===== src/rtl/lock_pkg.sv =====
// Shared state encoding and 7-segment glyph codes for the keypad lock controller.
package lock_pkg;

   typedef enum logic [2:0] {
      ENTRY,
      CHECK,
      FAIL,
      LOCKOUT,
      OPEN,
      PROGRAM
   } lock_state_t;

   localparam logic [3:0] DIGIT_BLANK = 4'hF;
   localparam logic [3:0] DIGIT_ERR   = 4'hE;
   localparam logic [3:0] DIGIT_ALARM = 4'hA;
   localparam logic [3:0] DIGIT_OPEN  = 4'h0;

   function automatic logic [15:0] fill4(input logic [3:0] glyph);
      return {4{glyph}};
   endfunction

endpackage


===== src/rtl/btn_event.sv =====
// Input conditioner: 2-flop synchronizer, optional debounce and a one-cycle press pulse.
// Build option: LOCK_DEBOUNCE_EN enables the DEBOUNCE_CYCLES stability window.
module btn_event #(
   parameter int W               = 1,
   parameter int DEBOUNCE_CYCLES = 500_000
) (
   input  logic         clk,
   input  logic         rst_n,
   input  logic [W-1:0] din,
   output logic         pulse,
   output logic [W-1:0] value
);

   logic [W-1:0] sync_p0;
   logic [W-1:0] sync_p1;
   logic [W-1:0] level;
   logic [W-1:0] prev_p2;

   always_ff @(posedge clk) begin
      if (!rst_n) begin
         sync_p0 <= '0;
         sync_p1 <= '0;
      end else begin
         sync_p0 <= din;
         sync_p1 <= sync_p0;
      end
   end

`ifdef LOCK_DEBOUNCE_EN
   localparam int CW = $clog2(DEBOUNCE_CYCLES + 1);

   logic [W-1:0]  cand;
   logic [CW-1:0] cnt;
   logic [W-1:0]  stable;

   // cnt holds how many consecutive cycles sync_p1 has matched cand
   always_ff @(posedge clk) begin
      if (!rst_n) begin
         cand   <= '0;
         cnt    <= '0;
         stable <= '0;
      end else if (sync_p1 != cand) begin
         cand <= sync_p1;
         cnt  <= CW'(1);
      end else if (cnt >= CW'(DEBOUNCE_CYCLES - 1)) begin
         stable <= cand;
      end else begin
         cnt <= cnt + 1'b1;
      end
   end

   assign level = stable;
`else
   logic unused_deb;

   assign unused_deb = (DEBOUNCE_CYCLES > 0);
   assign level      = sync_p1;
`endif

   // Edge stage: pulse on idle-to-pressed, value captured alongside
   always_ff @(posedge clk) begin
      if (!rst_n) begin
         prev_p2 <= '0;
         pulse   <= 1'b0;
         value   <= '0;
      end else begin
         prev_p2 <= level;
         pulse   <= (level != '0) && (prev_p2 == '0);
         value   <= level;
      end
   end

endmodule


===== src/rtl/lock_entry_ctrl.sv =====
// Keypad lock controller: 4-digit entry, code check, fail/lockout timing, code programming.
// Build option: LOCK_DEBOUNCE_EN adds input debouncing inside btn_event.
module lock_entry_ctrl
   import lock_pkg::*;
#(
   parameter logic [15:0] DEFAULT_CODE    = 16'h1234,
   parameter int          MAX_TRIES       = 3,
   parameter int          FAIL_CYCLES     = 25_000_000,
   parameter int          LOCKOUT_CYCLES  = 250_000_000,
   parameter int          OPEN_CYCLES     = 500_000_000,
   parameter int          DEBOUNCE_CYCLES = 500_000
) (
   input  logic       clk,
   input  logic       rst_n,
   input  logic [3:0] key_num,
   input  logic       enter_btn,
   input  logic       clear_btn,
   output logic       unlocked,
   output logic       alarm,
   output logic [3:0] disp3,
   output logic [3:0] disp2,
   output logic [3:0] disp1,
   output logic [3:0] disp0,
   output logic [1:0] tries
);

   localparam int TMAX_FL = (FAIL_CYCLES > LOCKOUT_CYCLES) ? FAIL_CYCLES : LOCKOUT_CYCLES;
   localparam int TMAX    = (TMAX_FL > OPEN_CYCLES) ? TMAX_FL : OPEN_CYCLES;
   localparam int TW      = (TMAX > 1) ? $clog2(TMAX) : 1;

   localparam logic [TW-1:0] FAIL_LAST    = TW'(FAIL_CYCLES - 1);
   localparam logic [TW-1:0] LOCKOUT_LAST = TW'(LOCKOUT_CYCLES - 1);
   localparam logic [TW-1:0] OPEN_LAST    = TW'(OPEN_CYCLES - 1);
   localparam logic [1:0]    TRIES_LIMIT  = 2'(MAX_TRIES);

   logic        key_ev;
   logic [3:0]  key_val;
   logic        ent_ev;
   logic        clr_ev;
   logic [0:0]  unused_ent_val;
   logic [0:0]  unused_clr_val;

   btn_event #(.W(4), .DEBOUNCE_CYCLES(DEBOUNCE_CYCLES)) u_key (
      .clk   (clk),
      .rst_n (rst_n),
      .din   (key_num),
      .pulse (key_ev),
      .value (key_val)
   );

   btn_event #(.W(1), .DEBOUNCE_CYCLES(DEBOUNCE_CYCLES)) u_enter (
      .clk   (clk),
      .rst_n (rst_n),
      .din   (enter_btn),
      .pulse (ent_ev),
      .value (unused_ent_val)
   );

   btn_event #(.W(1), .DEBOUNCE_CYCLES(DEBOUNCE_CYCLES)) u_clear (
      .clk   (clk),
      .rst_n (rst_n),
      .din   (clear_btn),
      .pulse (clr_ev),
      .value (unused_clr_val)
   );

   lock_state_t   state;
   logic [TW-1:0] timer;
   logic [15:0]   dreg;
   logic [2:0]    cnt;
   logic [15:0]   code;
   logic [1:0]    tries_nx;

   assign tries_nx = tries + 2'd1;

   // dreg doubles as the entry buffer in ENTRY/PROGRAM/CHECK and as the glyph register elsewhere
   always_ff @(posedge clk) begin
      if (!rst_n) begin
         state    <= ENTRY;
         timer    <= '0;
         dreg     <= fill4(DIGIT_BLANK);
         cnt      <= '0;
         code     <= DEFAULT_CODE;
         tries    <= '0;
         unlocked <= 1'b0;
         alarm    <= 1'b0;
      end else begin
         case (state)
            ENTRY, PROGRAM: begin
               if (clr_ev) begin
                  dreg <= fill4(DIGIT_BLANK);
                  cnt  <= '0;
               end else if (ent_ev) begin
                  if (state == ENTRY) begin
                     state <= CHECK;
                  end else begin
                     if (cnt == 3'd4) code <= dreg;
                     state    <= ENTRY;
                     unlocked <= 1'b0;
                     dreg     <= fill4(DIGIT_BLANK);
                     cnt      <= '0;
                  end
               end else if (key_ev && (cnt != 3'd4)) begin
                  dreg <= {dreg[11:0], key_val};
                  cnt  <= cnt + 3'd1;
               end
            end
            CHECK: begin
               timer <= '0;
               cnt   <= '0;
               if ((cnt == 3'd4) && (dreg == code)) begin
                  tries    <= '0;
                  unlocked <= 1'b1;
                  dreg     <= fill4(DIGIT_OPEN);
                  state    <= OPEN;
               end else begin
                  tries <= tries_nx;
                  if (tries_nx == TRIES_LIMIT) begin
                     alarm <= 1'b1;
                     dreg  <= fill4(DIGIT_ALARM);
                     state <= LOCKOUT;
                  end else begin
                     dreg  <= fill4(DIGIT_ERR);
                     state <= FAIL;
                  end
               end
            end
            FAIL: begin
               timer <= timer + 1'b1;
               if (timer == FAIL_LAST) begin
                  dreg  <= fill4(DIGIT_BLANK);
                  state <= ENTRY;
               end
            end
            LOCKOUT: begin
               timer <= timer + 1'b1;
               if (timer == LOCKOUT_LAST) begin
                  tries <= '0;
                  alarm <= 1'b0;
                  dreg  <= fill4(DIGIT_BLANK);
                  state <= ENTRY;
               end
            end
            OPEN: begin
               timer <= timer + 1'b1;
               if (clr_ev) begin
                  dreg  <= fill4(DIGIT_BLANK);
                  cnt   <= '0;
                  state <= PROGRAM;
               end else if (ent_ev || (timer == OPEN_LAST)) begin
                  unlocked <= 1'b0;
                  dreg     <= fill4(DIGIT_BLANK);
                  cnt      <= '0;
                  state    <= ENTRY;
               end
            end
            default: state <= ENTRY;
         endcase
      end
   end

   assign disp3 = dreg[15:12];
   assign disp2 = dreg[11:8];
   assign disp1 = dreg[7:4];
   assign disp0 = dreg[3:0];

endmodule


===== config.mk =====
export PLATFORM = sky130hd
export DESIGN_NAME = lock_entry_ctrl
export DESIGN_NICKNAME = d
export VERILOG_FILES = /design/src/rtl/lock_pkg.sv /design/src/rtl/btn_event.sv /design/src/rtl/lock_entry_ctrl.sv
export SDC_FILE = /design/constraint.sdc
export NUM_CORES = 1
export LEC_CHECK = 0
export ABC_AREA = 1
export CELL_PAD_IN_SITES_DETAIL_PLACEMENT = 1
export CELL_PAD_IN_SITES_GLOBAL_PLACEMENT = 1
export CORE_ASPECT_RATIO = 0.9
export CORE_MARGIN = 10
export CORE_UTILIZATION = 35
export DETAILED_ROUTE_END_ITERATION = 10
export PLACE_DENSITY = 0.65
export REMOVE_ABC_BUFFERS = 1
export SLEW_MARGIN = 0
export SYNTH_ARGS = -nofsm -noshare
export SYNTH_HDL_FRONTEND = slang
export SYNTH_SLANG_ARGS = --single-unit
export TNS_END_PERCENT = 20

===== constraint.sdc =====
create_clock -name clk -period 1.9 [get_ports clk]
set_input_delay 0.19 -clock clk [delete_from_list [all_inputs] [get_ports clk]]
set_output_delay 0.19 -clock clk [all_outputs]
set_load 0.05 [all_outputs]

== Word level (Yosys, flattened, before mapping) ==
Cells that the tools add are included.
Word-level totals
  output and inout bits: 20
  input bits: 8
  logic and storage cells: 116
  register bits: 92
Operators by class
  multiplexer cells: 42
  add/subtract/negate cells: 3
  equal/unequal tests: 25
  bitwise operators: 4
  reductions and logical operators: 22
Operators by type and width (count)
  $mux W16: 9
  $pmux W16 S5: 1
  $pmux W29 S2: 1
  $mux W3: 12
  $add A29 B1 Y29 const B: 1
  $eq A29 B25 Y1 const B: 1
  $eq A29 B28 Y1 const B: 1
  $eq A29 B29 Y1 const B: 1
  $ne A2 B2 Y1 const B: 9
  $eq A16 B16 Y1: 1
  $mux W15: 1
  $pmux W3 S5: 1
  $mux W1: 11
  $reduce_and A5 Y1: 2
  $eq A3 B3 Y1 const B: 3
  $pmux W3 S3: 1
  $reduce_and A4 Y1: 2
  $reduce_and A7 Y1: 1
  $eq A3 B2 Y1 const B: 2
  $reduce_and A6 Y1: 1
  $logic_and A1 B1 Y1: 5
  $reduce_bool A5 Y1: 1
  $logic_not A4 Y1: 1
  $mux W2: 2
  21 further kinds: 25

== Logic depth before layout (Yosys ltp) ==
Gate-level depths: netlist of the first run.
  word-level depth: 6
  mapped depth: 12
  depth with buffers taken out: 12

== By module ==
From an unflattened synthesis of the first run, not the netlist that was laid out.
Second synthesis, totals
  cell total of the unflattened synthesis: 700
  area, all modules: 4611.9 µm²
Modules (own cells, without submodules)
  lock_entry_ctrl: sequential area each 1421.4 µm², times used 1, area each 3990.1 µm², cells each 629
  btn_event at u_key: sequential area each 260.2 µm², times used 1, area each 404.1 µm², cells each 49
  btn_event at u_clear ...: sequential area each 80.1 µm², times used 2, area each 108.9 µm², cells each 11

== Least setup slack after synthesis of the first run ==
No wires, ideal clock.
  path kind: reg-to-reg
  from: register dreg[4]
  to: register tries[1]
  path slack: 0.075 ns
  stages on the path, launching flop included: 10
  required time: 1.830 ns
  period minus slack after synthesis: 1.825 ns
  data arrival time: 1.755 ns
  path buffers: 0
  cells stage by stage: dfxtp_1 inv_1 nand2_1 nand2_1 nand3_1 nor2_1 nand3_1 nand2_1 or2_2 a21oi_1
Between the ends
  word-level cells in the longest chain between the ends: 4
Ends and longest elaborated chain
  start, declared: RTL line lock_entry_ctrl.sv:69  | logic [15:0] dreg;
  start signal, assigned: RTL line lock_entry_ctrl.sv:81  | dreg <= fill4(DIGIT_BLANK);
  start signal, assigned: RTL line lock_entry_ctrl.sv:91  | dreg <= fill4(DIGIT_BLANK);
  start signal, assigned: RTL line lock_entry_ctrl.sv:100  | dreg <= fill4(DIGIT_BLANK);
  $eq A16 B16 Y1: RTL line lock_entry_ctrl.sv:111  | if ((cnt == 3'd4) && (dreg == code)) begin
  $logic_and A1 B1 Y1: RTL line lock_entry_ctrl.sv:111
  $mux W2: RTL line lock_entry_ctrl.sv:111
  $pmux W2 S2: RTL line lock_entry_ctrl.sv:88  | case (state)
  end signal, assigned: RTL line lock_entry_ctrl.sv:117  | tries <= tries_nx;
  end, declared: RTL line lock_entry_ctrl.sv:24  | output logic [1:0] tries
No other way between the ends.
A chain may end at the register's enable or synchronous reset.

== Final worst setup path of the first run ==
  from: register dreg[15]
  to: output port disp3[3]
RTL lines
  end, declared: RTL line lock_entry_ctrl.sv:20  | output logic [3:0] disp3,
No word-level cell between the ends.

==> results of run 1 <==
-- tightest hold or removal path, delay by kind of cell --
family	cells	cell delay, ns
buffers and inverters	2	0.24
AND/OR/NAND/NOR	1	0.09
-- state kept, by name, indices dropped and copies added (netlist names), 2 cells and up --
register	flops
u_key.value	4
timer	29
state	3
tries	2
dreg	16
u_key.sync_p0	4
code	16
cnt	3
u_key.level	4
-- kinds of logic (layout without fill, tap and decap cells) --
kind of cell / after synthesis / after routing / synth area share [%]
AND/OR/NAND/NOR: 381 / 381 / 34.9
buffers and inverters: 127 / 189 / 10.6
adder cells (fa/ha/maj): 4 / 4 / 1.08
XOR/XNOR: 4 / 4 / 0.753
AO/OA/AOI/OAI: 112 / 112 / 13.0
flip-flops: 92 / 92 / 39.6
-- metal layers --
| metal | vias up | routed length, microns |
|---|---|---|
| li1 | 2421 | - |
| met1 | 2313 | 7830 |
| met2 | 69 | 6650 |
| met3 | 13 | 611 |
| met4 | 0 | 197 |
| met5 | - | 0 |
-- what timing repair did --
item                       CTS  global route
pin swaps                    0            19
setup endpoints to repair    3            45
gates cloned                 0             1
setup buffers                0             3
resized for setup            3            64
-- worst max-delay path by stage --
stage / startpoint / end / depth (start not counted)
4_1_cts: timer[1] / timer[22] / 10
6_report: dreg[15] / disp3[3] / 1
2_1_floorplan: state[1] / dreg[10] / 9
3_5_place_dp: cnt[0] / tries[1] / 10
3_3_place_gp: timer[9] / dreg[2] / 11
5_1_grt: timer[1] / dreg[10] / 11
-- cells in the mapped netlist (5+ instances only) --
cell,count
a21oi_1,39
nand2_1,201
nand3_1,56
nand4_1,14
nor2_1,80
inv_1,102
buf_2,6
a31oi_1,5
clkbuf_1,14
dfxtp_1,92
nor3_1,12
a22oi_1,5
o21ai_0,51
-- power groups by stage --
stage	Sequential, uW	Clock (uW)	Combinational, uW
6_report	2490	1840	3790
5_1_grt	2530	1970	4170
4_1_cts	2450	1900	3390
3_5_place_dp	2490	0	3370
3_3_place_gp	2480	0	3330
2_1_floorplan	3040	0	1450
-- final cells by class --
class	instances	area, sq um
Tap cell	164	205
Clock inverter	4	50.0
Sequential cell	92	1850
Timing Repair Buffer	70	657
Inverter	104	398
Multi-Input combinational cell	501	2490
Fill cell	1669	6930
Clock buffer	11	243
-- metrics by stage --
step / total power [uW] / std cells
4_1_cts: 7750 / 942
5_1_grt: 8670 / 946
2_1_floorplan: 4490 / 697
3_3_place_gp: 5810 / 927
6_report: 8120 / 946
3_5_place_dp: 5870 / 927
-- cell usage in the layout (no fill, tap or decap), types with 8 or more instances in the layout --
cell type,count
nor2_1,73
o21ai_0,49
dfxtp_1,85
buf_4,38
nand3_1,47
clkdlybuf4s50_1,19
nand2_1,187
a21oi_1,39
nor3_1,11
nand4_1,14
nand2_4,9
inv_1,100
nor2_2,9
nand3_2,9
nand2_2,8
clkbuf_16,10
==> impl_metrics.yaml, run 1 <==
run_status:
  status: "finished clean"
timing:
  slew_headroom_pct: 58.7
  slew_viol_final: 0
  tns_ns: 0
  fmax_ghz: 0.542
  worstMarginPinSlew_ns: 0.618
  setup_viol: 0
  finalClockSkew_ns: 0.00746
  finalCritPeriodShare_pct: 97.1
  fin_crit_ns: 1.85
  hold_violations: 0
  timing.hold.ws_ns: 0.217
  setup_slack_ns: 0.0549
  rsz0062_at_grt: "true"
hold_path:
  hold_class: "in -> reg"
  min_from: "rst_n"
  hold_depth: 3
  hold_path_end: "u_key.level[3]"
worst_setup_path:
  rr_startpoint: "timer[11]"
  cp.required_ns: 1.71
  worst-setup-path-type: "reg -> out"
  critical_path.top_delay_family: "buffers and inverters"
  cp_slowest_cell: "clkdlybuf4s50_1"
  worstPathArrival_ns: 1.66
  critical_path_buf_inv_count: 1
  timing.rr.end: "dreg[10]"
  rr_worst_depth: 11
  crit_chain: "clkdlybuf4s50_1"
  start_kind: "flip-flop"
  worstSetupEndpointType: "primary output"
  path_max_fanout: 5
  crit_path_max_incr_delay_ns: 0.85
  ff2ff_setup_slack_ns: 0.07
power:
  combPwrFrac_pct: 46.7
  p_leak_uw: 0.00257
  ir_worst_vdd_uv: 521
  p_seq_share_pct: 30.6
  p_clk_share_pct: 22.7
  power_switching_uw: 3520
  p_int_uw: 4600
  p_per_area_mw_per_mm2: 1380
  swShare_pct: 43.3
finish:
  postLayoutCellArea_sq_mm: 0.00590
  final_nets: 790
  diodes: 0
  drive_gt1_share_pct: 14.5
  syn_to_final_growth_pct: 26.8
  utilization_pct: 46.0
yosys:
  ys_seq_elements: 92
  synth_edf_count: 0
  ys_warn_count: 0
  synth_cells: 720
  yosysSeqAreaShare_pct: 39.6
  ys_types: 36
  synth_ff_type: "dfxtp_1"
  async_flop_share_pct: 0
  synth_top_area_cell: "dfxtp_1"
  netlist.area_leader.share_pct: 39.6
  syn_area_per_cell_sq_um: 6.46
  ys_top_cells_by_area: "dfxtp_1 (40%), nand2_1 (16%), inv_1 (8.2%), nor2_1 (6.5%), nand3_1 (6.0%)"
  synth_area_sq_mm: 0.00465
floorplan:
  die_h_microns: 129
  pin_count: 28
  die_w_microns: 142
  initial_utilization_pct: 36.2
  core-area_sq_mm: 0.0128
  die_area_sq_mm: 0.0183
  rows: 39
placement:
  place_area_sq_mm: 0.00535
  globalplace.congestion: 0.928
  io_buffers: 27
  dp.final_hpwl_microns: 11300
  dp_slack_ns: 0.0175
grt:
  grt_usage_pct: 16.8
  antenna_found_initial: 0
  grt_most_used_layer: "met2"
  gr-usage-met3_pct: 3.76
  met1_usage_pct: 23.7
  grt_pass1_wl_microns: 25000
  grtUsageMet2_pct: 25.0
  grt_pass1_vias: 4830
  grt_max_degree: 43
  overflow: 0
clock_tree:
  clk_pin_slew_worst_paths_ns: 0.06
  cts-htree-levels: 3
  clock-sinks: 92
  numCtsBuffers: 9
  root_buffer: "clkbuf_16"
  clk-insertion-delay-late_ns: 0.35
  hold_buffers: 0
  cts_tree: "built"
  clockBufferDepth: 2
detailed_routing:
  vias_per_cell: 5.09
  drtIter0Drc: 241
  ant_nets: 0
  routed_wl_microns: 15300
  vias: 4816
  wl_per_cell_microns: 16.2
  firstDrtPassIters: 4
  drc: 0
flow_run:
  cap_violations: 0
No activity file was read; power rests on OpenSTA's default activity.
==> inputs of run 2 (changes only) <==
ABC_CLOCK_PERIOD_IN_PS = 1900   (was not set)
CORE_UTILIZATION = 30   (was 35)
PLACE_DENSITY = 0.57   (was 0.65)
==> run 2 against run 1 <==
Register-to-register slack improved by 0.06 ns. Design area fell by 0.74%. Combinational power down 11%.
==> impl_metrics.yaml, run 2 (synthesized netlist as in run 1, its figures left out) <==
finish:
  nFillCells: 1987
  final_cell_mix: "nand2_1 (195), inv_1 (98), dfxtp_1 (85)"
  regMostFlops: "timer"
  syn_to_final_growth_pct: 25.9
  layout_commonest_cell: "nand2_1"
  diodes: 0
  final_cells: 986
  multi_input_area_sq_mm: 0.00240
  largest_reg_flops: 29
  final_nets: 791
  seqCellArea_sq_mm: 0.00185
  reg_top3: "timer: 29 flops, code: 16 flops, dreg: 16 flops"
  drive_gt1_share_pct: 13.3
clock_tree:
  cts-htree-levels: 3
  clk_pin_slew_worst_paths_ns: 0.07
  cts_tree: "built"
  hold_buffers: 0
  numCtsBuffers: 9
  clk-insertion-delay-late_ns: 0.35
  clockBufferDepth: 2
  clock-sinks: 92
  root_buffer: "clkbuf_16"
power:
  p_seq_share_pct: 31.9
  swShare_pct: 43.1
  power_switching_uw: 3350
  ir_worst_vdd_uv: 559
  p_int_uw: 4410
  p_per_area_mw_per_mm2: 1320
  power.total_uw: 7750
  p_clk_share_pct: 24.8
  p_leak_uw: 0.00254
  combPwrFrac_pct: 43.3
placement:
  dp_slack_ns: -0.136
  dp_cells: 966
  globalplace.congestion: 0.862
  dp.final_hpwl_microns: 11200
  io_buffers: 27
worst_setup_path:
  critPathLaunch: "dreg[2]"
  worstSetupEndpointType: "primary output"
  critical_path_buf_inv_count: 1
  cp_slowest_cell: "clkdlybuf4s50_1"
  rr_startpoint: "timer[11]"
  crit_chain: "clkdlybuf4s50_1"
  cp.required_ns: 1.71
  critical_path.top_delay_family: "buffers and inverters"
  worst-setup-path-type: "reg -> out"
  start_kind: "flip-flop"
  ff2ff_setup_slack_ns: 0.13
  worstPathArrival_ns: 1.65
  path_max_fanout: 5
  crit_path_max_incr_delay_ns: 0.85
timing:
  hold_violations: 0
  timing.hold.ws_ns: 0.159
  worstMarginPinSlew_ns: 0.563
  setup_slack_ns: 0.0564
  fin_crit_ns: 1.84
  setup_viol: 0
  finalClockSkew_ns: 0.00618
  tns_ns: 0
  slew_viol_final: 0
  finalCritPeriodShare_pct: 97.0
  fmax_ghz: 0.542
  slew_headroom_pct: 62.4
floorplan:
  rows: 43
  die_h_microns: 138
  core-area_sq_mm: 0.0153
  pin_count: 28
  die_area_sq_mm: 0.0209
  initial_utilization_pct: 30.3
  die_w_microns: 151
run_status:
  status: "finished clean"
grt:
  grt_usage_pct: 14.8
  grt_pass1_vias: 4880
  overflow: 0
  antenna_found_initial: 0
  grt_max_degree: 69
  grt_pass1_wl_microns: 25300
detailed_routing:
  drc: 0
  drtIter0Drc: 296
  ant_nets: 0
  routed_wl_microns: 15200
  vias: 4774
  vias_per_cell: 4.84
  wl_per_cell_microns: 15.4
  firstDrtPassIters: 4
hold_path:
  hold_class: "in -> reg"
  min_from: "rst_n"
flow_run:
  cap_violations: 0
run 2: changes by cell type in the layout (fill, tap and decap cells not counted), sizes merged, moves of 2 or more:
cell / delta
inv: +6
clkbuf: -3
clkdlybuf4s50: +3
buf: +2
clkinvlp: -2
dlygate4sd2: -2
run 2: what timing repair did:
item                       in CTS  in global routing
pin swaps                       1                  9
cloned                          0                  1
setup endpoints to repair      16                 36
buffers inserted                0                  3
gates resized for setup         5                 36
run 2: path summary, 6_finish.rpt:
kind	endpoint	depth (start not counted)
min	code[12]	2
min reg2reg	u_enter.pulse	1
max	disp0[2]	1
max reg2reg	dreg[15]	11
run 2: routing by layer:
layer	vias up	global-route usage, %	part of all wire [%]
met5	-	0	0
met4	0	3.90	1.1
met3	13	2.84	3.2
met2	47	22.8	45
met1	2292	20.6	51
li1	2422	-	-
run 2: power groups by stage:
stage / Clock, uW / Sequential (uW) / Combinational, uW
floorplan: 0 / 3040 / 1450
global placement: 0 / 2500 / 3240
detailed placement: 0 / 2510 / 3300
CTS: 2000 / 2460 / 3330
global route: 2070 / 2510 / 3770
finish: 1930 / 2470 / 3360
run 2: cell type report:
cell class                 instances  area share (%)
sequential                        92            31.6
clock buffer                       9            3.85
multi-input combinational        501            41.0
tap                              202            4.32
timing repair buffer              71            11.1
inverter                         104            6.71
clock inverter                     7            1.45
run 2: metrics by stage:
step                area (sq um)  utilization (%)
global placement            5410             35.3
global route                5860             38.2
floorplan                   4550                -
CTS                         5730             37.4
detailed placement          5410             35.3
finish                      5860             38.2
==> inputs of run 3 (changes only) <==
ABC_CLOCK_PERIOD_IN_PS = 2060   (was 1900)
SLEW_MARGIN = not set   (was 0)
clock period = 2.06 ns   (was 1.9 ns; I/O delays follow)
==> run 3 against run 2 <==
Clock power decreased by 12%. Combinational power decreased by 4%. Count of clock-buffer cells in the layout unchanged. Core utilization decreased by 0.57 points. Routed wire length about the same. Design area decreased by 1.5%. Total power decreased by 7.4%. Register-to-register slack improved by 0.02 ns. Critical path depth increased by 9. Sequential power decreased by 8.9%. Sequential cell count unchanged. Largest cell class unchanged.
==> impl_metrics.yaml, run 3 (synthesized netlist as in run 1, its figures left out) <==
run_status:
  status: "finished clean"
finish:
  drive_gt1_share_pct: 10.2
  syn_to_final_growth_pct: 24.0
  diodes: 0
  final_cell_mix: "nand2_1 (199), inv_1 (102), dfxtp_1 (88)"
  largest_reg_flops: 29
  reg_top3: "timer: 29 flops, code: 16 flops, dreg: 16 flops"
  postLayoutCellArea_sq_mm: 0.00577
  layout_commonest_cell: "nand2_1"
  regMostFlops: "timer"
  final_nets: 785
detailed_routing:
  drtIter0Drc: 181
  routed_wl_microns: 15200
  vias: 4700
  vias_per_cell: 4.80
  firstDrtPassIters: 4
  drc: 0
  ant_nets: 0
  wl_per_cell_microns: 15.5
worst_setup_path:
  worstPathArrival_ns: 2.13
  worstSetupEndpointType: "flip-flop"
  path_max_fanout: 6
  cp.required_ns: 2.28
  start_kind: "flip-flop"
  worst-setup-path-type: "reg -> reg"
floorplan:
  rows: 43
  core-area_sq_mm: 0.0153
  pin_count: 28
  die_h_microns: 138
  initial_utilization_pct: 30.3
  die_area_sq_mm: 0.0209
  die_w_microns: 151
clock_tree:
  cts-htree-levels: 3
  clock-sinks: 92
  root_buffer: "clkbuf_16"
  clk_pin_slew_worst_paths_ns: 0.07
  cts_tree: "built"
  numCtsBuffers: 9
  clockBufferDepth: 2
  clk-insertion-delay-late_ns: 0.34
power:
  p_leak_uw: 0.00251
  p_per_area_mw_per_mm2: 1240
  power.total_uw: 7180
  ir_worst_vdd_uv: 455
timing:
  finalClockSkew_ns: 0.00871
  worstMarginPinSlew_ns: 0.689
  slew_headroom_pct: 54.0
  tns_ns: 0
  finalCritPeriodShare_pct: 92.6
  setup_slack_ns: 0.151
  fin_crit_ns: 1.91
  slew_viol_final: 0
  rsz0062_at_grt: "true"
  setup_viol: 0
  hold_violations: 0
  fmax_ghz: 0.524
grt:
  grt_usage_pct: 14.7
  grt_max_degree: 54
  grt_pass1_vias: 4819
  grt_pass1_wl_microns: 25100
  overflow: 0
  grt_most_used_layer: "met2"
  antenna_found_initial: 0
  gr-usage-met3_pct: 2.90
  met1_usage_pct: 20.6
  grtUsageMet2_pct: 22.2
flow_run:
  cap_violations: 0
placement:
  globalplace.congestion: 0.876
  dp.final_hpwl_microns: 11600
  io_buffers: 27
  dp_slack_ns: 0.0369
  place_area_sq_mm: 0.00537
hold_path:
  hold_class: "in -> reg"
run 3: worst paths after layout:
| path | depth (start not counted) | end | from | slack (ns) |
|---|---|---|---|---|
| worst max register to register | 10 | dreg[3] | timer[19] | 0.15 |
| worst max-delay path | 10 | dreg[3] | timer[19] | 0.15 |
| worst min-delay path | 3 | dreg[13] | rst_n | 0.31 |
| worst min register to register | 1 | u_enter.pulse | u_enter.prev_p2 | 0.38 |
run 3: report_power, final:
part / switching [uW] / internal, uW / total [uW]
Sequential: 239 / 2010 / 2250
Clock: 742 / 948 / 1690
Combinational: 2090 / 1140 / 3240
Total: 3080 / 4100 / 7180
run 3: final cells by class:
type	instances	area (sq um)
fillers	1992	9570
multi-input cells	501	2350
flip-flops and latches	92	1850
repair buffers	65	612
inverters	104	403
well taps	202	253
clock buffers	9	225
clock inverters	7	75.1
run 3: layer usage:
layer | vias up | wire length [microns]
met5 | - | 0
met4 | 0 | 290
met3 | 19 | 590
met2 | 66 | 6610
met1 | 2208 | 7690
li1 | 2407 | -
run 3: worst max-delay path, cell delays in order, from the launching register on:
cell and delay (ns):
dfxtp_1 0.39, nand2_1 0.12, nor2_2 0.17, nand3_1 0.11
nor2_1 0.17, nand2_1 0.10, nand2_2 0.12, nand4_4 0.24
buf_6 0.21, nand2_1 0.06, nand3_1 0.08
run 3: repair_timing:
item,CTS,global route
setup endpoints to repair,0,22
hold buffers,0,0
resized for setup,0,21
setup buffers,0,4
run 3: per-stage QoR:
stage | cells | utilization, % | hold slack [ns]
floorplan | 697 | - | 0.291
detailed placement | 959 | 35.0 | 0.376
finish | 980 | 37.6 | 0.314
global placement | 959 | 35.0 | 0.372
CTS | 975 | 37.0 | 0.325
global route | 980 | 37.6 | 0.338
